`config.mk`:
```
export PLATFORM = sky130hd
export DESIGN_NAME = rd_beat_fetch
export DESIGN_NICKNAME = d
export VERILOG_FILES = /design/src/rtl/rd_beat_fetch.sv
export SDC_FILE = /design/constraint.sdc
export NUM_CORES = 1
export LEC_CHECK = 0
export BUFFER_PORTS_ARGS = -buffer_cell sky130_fd_sc_hd__buf_4
export CORE_MARGIN = 1
export CORE_UTILIZATION = 35
export CTS_CLUSTER_DIAMETER = 60
export DETAILED_ROUTE_END_ITERATION = 8
export HOLD_SLACK_MARGIN = 0.05
export MAX_ROUTING_LAYER = met4
export PLACE_DENSITY = 0.61
export SYNTH_ARGS = -nofsm -noshare
export SYNTH_HDL_FRONTEND = slang
export SYNTH_SLANG_ARGS = --single-unit
```
`constraint.sdc`:
```
create_clock -name clk -period 2 [get_ports clk]
set_input_delay 0.3 -clock clk [delete_from_list [all_inputs] [get_ports clk]]
set_output_delay 0.3 -clock clk [all_outputs]
set_load 0.005 [all_outputs]
```
`src/rtl/rd_beat_fetch.sv`:
```
// Read-beat fetcher: turns rd/ds beat handshakes into req/ack memory reads
// and buffers the returned words in a small FIFO on a valid/ready stream.
module rd_beat_fetch #(
   parameter int unsigned DW      = 8,
   parameter int unsigned AW      = 8,
   parameter int unsigned DEPTH   = 4,
   parameter int unsigned TIMEOUT = 15
) (
   input  logic                       clk,
   input  logic                       rst,
   input  logic                       rd,
   input  logic                       ds,
   output logic                       ws,
   input  logic                       addr_clr,
   output logic                       mem_req,
   output logic [AW-1:0]              mem_addr,
   input  logic                       mem_ack,
   input  logic [DW-1:0]              mem_rdata,
   output logic                       out_valid,
   input  logic                       out_ready,
   output logic [DW-1:0]              out_data,
   output logic                       err,
   output logic [$clog2(DEPTH):0]     fifo_cnt
);

   localparam int unsigned PW = $clog2(DEPTH);
   localparam int unsigned CW = PW + 1;
   localparam int unsigned TW = $clog2(TIMEOUT + 1);

   typedef enum logic [1:0] {IDLE, REQ, RDY} state_e;

   state_e          state_q, state_d;
   logic [TW-1:0]   tmo_q, tmo_d;
   logic [AW-1:0]   addr_q, addr_d;
   logic            err_q, err_d;
   logic            ws_q, ws_d;
   logic            mem_req_q, mem_req_d;
   logic            push_c, pop_c;

   logic [DW-1:0]   mem_q [DEPTH];
   logic [PW-1:0]   wr_ptr_q, wr_ptr_d, rd_ptr_q, rd_ptr_d;
   logic [CW-1:0]   cnt_q, cnt_d;
   logic [DW-1:0]   head_q, head_d;
   logic            valid_q, valid_d;

   // Beat sequencing: next state, address, timeout and error tracking
   always_comb begin
      state_d = state_q;
      tmo_d   = tmo_q;
      addr_d  = addr_q;
      err_d   = err_q;
      push_c  = 1'b0;
      case (state_q)
         IDLE: begin
            tmo_d = '0;
            if (addr_clr) addr_d = '0;
            if (rd && (cnt_q < CW'(DEPTH))) state_d = REQ;
         end
         REQ: begin
            if (mem_ack) begin
               push_c  = 1'b1;
               addr_d  = addr_q + AW'(1);
               tmo_d   = '0;
               state_d = RDY;
            end else if (!rd) begin
               tmo_d   = '0;
               state_d = IDLE;
            end else if (tmo_q == TW'(TIMEOUT - 1)) begin
               // Give up on this beat so the controller can still complete it
               err_d   = 1'b1;
               tmo_d   = '0;
               state_d = RDY;
            end else begin
               tmo_d = tmo_q + TW'(1);
            end
         end
         RDY: begin
            if (ds || !rd) state_d = IDLE;
         end
         default: state_d = IDLE;
      endcase
      ws_d      = (state_d != RDY);
      mem_req_d = (state_d == REQ);
   end

   // FIFO bookkeeping with a registered head word
   always_comb begin
      pop_c    = valid_q & out_ready;
      wr_ptr_d = push_c ? wr_ptr_q + PW'(1) : wr_ptr_q;
      rd_ptr_d = pop_c  ? rd_ptr_q + PW'(1) : rd_ptr_q;
      cnt_d    = cnt_q;
      case ({push_c, pop_c})
         2'b10:   cnt_d = cnt_q + CW'(1);
         2'b01:   cnt_d = cnt_q - CW'(1);
         default: cnt_d = cnt_q;
      endcase
      head_d = head_q;
      if (pop_c) begin
         if (cnt_q == CW'(1)) begin
            if (push_c) head_d = mem_rdata;
         end else begin
            head_d = mem_q[rd_ptr_q + PW'(1)];
         end
      end else if (push_c && (cnt_q == '0)) begin
         head_d = mem_rdata;
      end
      valid_d = (cnt_d != '0);
   end

   always_ff @(posedge clk or posedge rst) begin
      if (rst) begin
         state_q   <= IDLE;
         tmo_q     <= '0;
         addr_q    <= '0;
         err_q     <= 1'b0;
         ws_q      <= 1'b1;
         mem_req_q <= 1'b0;
         wr_ptr_q  <= '0;
         rd_ptr_q  <= '0;
         cnt_q     <= '0;
         head_q    <= '0;
         valid_q   <= 1'b0;
      end else begin
         state_q   <= state_d;
         tmo_q     <= tmo_d;
         addr_q    <= addr_d;
         err_q     <= err_d;
         ws_q      <= ws_d;
         mem_req_q <= mem_req_d;
         wr_ptr_q  <= wr_ptr_d;
         rd_ptr_q  <= rd_ptr_d;
         cnt_q     <= cnt_d;
         head_q    <= head_d;
         valid_q   <= valid_d;
      end
   end

   // Storage needs no reset; occupancy and pointers define what is live
   always_ff @(posedge clk) begin
      if (push_c) mem_q[wr_ptr_q] <= mem_rdata;
   end

   assign ws        = ws_q;
   assign mem_req   = mem_req_q;
   assign mem_addr  = addr_q;
   assign out_valid = valid_q;
   assign out_data  = head_q;
   assign err       = err_q;
   assign fifo_cnt  = cnt_q;

endmodule
```
==> flow_results.org <==
** Timing
- For the final routed database, the setup TNS stands at 0 ps.
- Final Slew Violations :: 0
- At the pin with the least slew margin, the transition time is 588.2 ps.
- Setup violations remaining at the end of the flow were counted as 0.
- Period Utilization, post-route :: 93.19%
- Hold is met by 156.4 ps.
- Setup repair after global routing left no endpoint under its margin.
- Timing would allow up to 0.5365 GHz.
- The clock period could shrink to 1864 ps.
- Across the routed clock network, the largest skew measured is 12.76 ps.
- Hold Vio Cnt, Final :: 0
- Slew margin rel. :: 60.74%

** Floorplanning
- Placeable Area :: 7888 um2
- Count of standard-cell rows :: 32
- Ports :: 38
- Effective utilization at floorplan :: 36.80%
- Vertical die dimension :: 93.07 um
- Die width :: 93.07 um
- The die covers 8662 um2.

** Clock network
- In this run the number of H-tree levels came out at 3.
- Clock tree synthesis selected as its root buffer the cell clkbuf_8.
- For the worst-skew pair, the clock arrives at the later sink with an insertion delay of 350 ps.
- TritonCTS built the clock tree.
- Inserted Clock Buffers :: 9
- In this run the post-CTS setup repair buffer count came out at 0.
- CTS saw 65 sinks.
- The clock passes through at most 2 buffers.
- Post-CTS clock slew at the launch and capture registers of the worst setup and hold paths :: 80 ps

** Worst setup path
- Worst-case reg-to-reg path depth :: 6
- Required time of the critical path :: 2230 ps
- STA puts the critical path data arrival time at 2090 ps.
- Setup CP Type :: reg2reg
- In this run the worst path has a maximum fanout of 5.
- Counting stages on the worst path, the most repeated cell is mux2_2.
- The critical path goes through ha_1, nor2b_1, nor2_1, buf_4, mux2_2, mux2_2.
- Startpoint of the worst-slack reg-to-reg timing path :: fifo_cnt[0]$_DFF_PP0_
- The largest single stage delay on the critical path is 430 ps.
- Across all register-to-register paths, the minimum setup slack is 140 ps.
- STA classifies the critical path startpoint as a flip-flop.
- The slowest stage of the critical path is the dfrtp_1 cell.
- The worst setup path is captured at a flip-flop.
- The worst register-to-register path ends at out_data[0]$_DFFE_PP0P_.

** Cells and area
- Relative to the synthesized area, the layout overhead comes to 24.57%.
- At the end of the flow, the number of nets in the layout was 286.
- Most frequent standard cell in the layout excluding fill and tap cells :: buf_4
- Antenna Cells :: 0
- Leading cell types in the layout, fill and taps excluded :: 46 x buf_4, 32 x dfrtp_1, 32 x edfxtp_1
- Ratio of cells with drive above 1 in the final layout :: 35.36%

** Detailed routing
- For this run, design rule violations remaining after detail routing come to 0.
- Number of violations reported at the end of detailed-routing iteration 0 :: 70
- The first detailed-routing pass took 4 iterations.
- After detailed routing, the average wire length per cell comes to 15.00 um.
- Via count :: 1814
- Number of vias per cell after detailed routing :: 4.970
- The detail route stage leaves a number of antenna-violating nets equal to 0.
- Total detailed-routing wirelength :: 5.474 mm

** Power and ir drop
- Peak VDD IR :: 0.0004038 V
- In this run the static leakage power is 1.488 nW.
- Tot Pwr :: 4.550 mW
- For this design the ratio of total power to cell area is 1258 nW/um2.

** Synthesis
- Netlist area before placement :: 2903 um2
- Synthesized netlist net count :: 230
- Post-synthesis sequential area ratio :: 61.59%
- Library cell occupying the most area in the post-synthesis netlist :: edfxtp_1
- In this run, distinct cell masters in the synthesized netlist total 42.
- Area share of the leading cell type in the synthesized netlist :: 33.10%
- Mean post-synth cell area :: 14.37 um2
- Dominant register cell in the synthesized netlist :: edfxtp_1
- Cell count after synthesis :: 202
- In the synthesized netlist the async set-or-reset flop fraction comes to 50.77%.
- Counting flops and latches in the post-synthesis netlist gives 65.
- Count of yosys warnings during synthesis :: 0
- Yosys mapped a number of flops with a built-in enable equal to 32.
- By area the synthesized netlist is led by edfxtp_1 33%, dfrtp_1 28%, mux2_2 6.2%.

** Global routing
- Entering global routing, the biggest net connects 21 pins.
- First-pass GRT wire length :: 9.218 mm
- Via count of the first global-routing pass :: 1856
- Antenna violations before repair :: 0
- Total global-route track usage :: 14.65%
- Summed over all layers, the global routing overflow is 0.

** Status
- Result of the run :: finished clean

** Min path
- Counting instances, the worst hold path has a depth of 1.
- Worst-case hold path end point :: mem_q[3][2]$_DFFE_PP_
- Launch point of the worst hold path :: mem_rdata[2]
- The worst hold path belongs to the class in2reg.

** Flow run
- The tool flagged a number of max-cap violations equal to 0.

** Placed design
- During placement, the flow inserted port buffers numbering 37.
- Summed over all nets, the half-perimeter wirelength after detailed placement is 3.923 mm.
- RePlAce Congestion :: 0.8093
## logic make-up (layout without fill, tap and decap cells)
logic type	count (synthesis)	after routing	synth area share, %
compound gates	30	30	6.767
fa+ha+maj	13	13	5.604
buf+inv	18	79	2.629
simple gates	44	44	8.492
flops	65	65	61.60
mux	26	26	13.10
xor+xnor	6	6	1.810
## stage by stage
stage / utilization [%] / instance area (um2) / worst slack [ps] / instances
2_1_floorplan: - / 2903 / 73.39 / 202
3_3_place_gp: 43.00 / 3392 / 129.9 / 348
3_5_place_dp: 43.00 / 3392 / 47.35 / 348
4_1_cts: 45.75 / 3608 / 29.51 / 365
5_1_grt: 45.84 / 3616 / 22.10 / 365
6_report: 45.84 / 3616 / 136.2 / 365
## area by class of cell
| class | instances | area, um2 |
|---|---|---|
| clock inverter | 7 | 82.58 |
| tap | 102 | 127.6 |
| timing repair buffer | 49 | 395.4 |
| fill | 725 | 4272 |
| clock buffer | 9 | 123.9 |
| sequential | 65 | 1788 |
| multi-input combinational | 119 | 1046 |
| inverter | 14 | 52.55 |
## worst max-delay path: cells and delay by family, from the launching register on
kind	cells	cell delay, ps
mux	2	600
buf+inv	1	190
flops	1	430
simple gates	2	330
fa+ha+maj	1	210
## cells in the mapped netlist (3+ instances only)
master     n
ha_1      13
a21oi_1    5
o31ai_1    4
nand4_1    3
inv_1     13
nand2b_1   4
mux2_2    16
o21ai_0   12
mux4_2     8
xnor2_1    5
edfxtp_1  32
dfrtp_1   32
and2_1     5
nor2_1     5
nand2_1   12
## registers in the layout (all words and copies together), names as in the netlist
register	flops
state_q	2
out_data	8
ws	1
tmo_q	4
fifo_cnt	3
rd_ptr_q	2
mem_addr	8
out_valid	1
wr_ptr_q	2
mem_req	1
err	1
mem_q	32
## power by group
part           total, mW  internal [mW]  switching [mW]
Combinational       1.53          0.850           0.682
Sequential          1.86           1.68           0.178
Clock               1.16          0.596           0.559
Total               4.55           3.13            1.42
## repair_timing
item / in CTS / in global routing
resized for setup: 0 / 2
endpoints found under the hold margin: 12 / 0
hold buffers: 1 / 0
endpoints found under the setup margin: 0 / 9
## metal layers
layer / GRT usage, % / part of all wire (%) / vias up
met4: 4.615 / 0.71 / 0
met2: 23.22 / 49 / 38
li1: - / - / 864
met3: 4.797 / 4.2 / 7
met1: 17.82 / 46 / 905
met5: - / 0 / -
## worst max-delay path by stage
stage                     startpoint                 endpoint  slack (ps)  cells after the start
2_1_floorplan   state_q[1]$_DFF_PP0_  out_data[0]$_DFFE_PP0P_          70                      5
3_3_place_gp   fifo_cnt[0]$_DFF_PP0_  out_data[0]$_DFFE_PP0P_         130                      6
3_5_place_dp    state_q[1]$_DFF_PP0_      out_valid$_DFF_PP0_          50                      7
4_1_cts         state_q[1]$_DFF_PP0_      out_valid$_DFF_PP0_          30                      7
5_1_grt        fifo_cnt[1]$_DFF_PP0_  out_data[0]$_DFFE_PP0P_          20                      7
6_report       fifo_cnt[0]$_DFF_PP0_  out_data[0]$_DFFE_PP0P_         140                      6
Note: power is estimated with default switching activity, not from simulation.
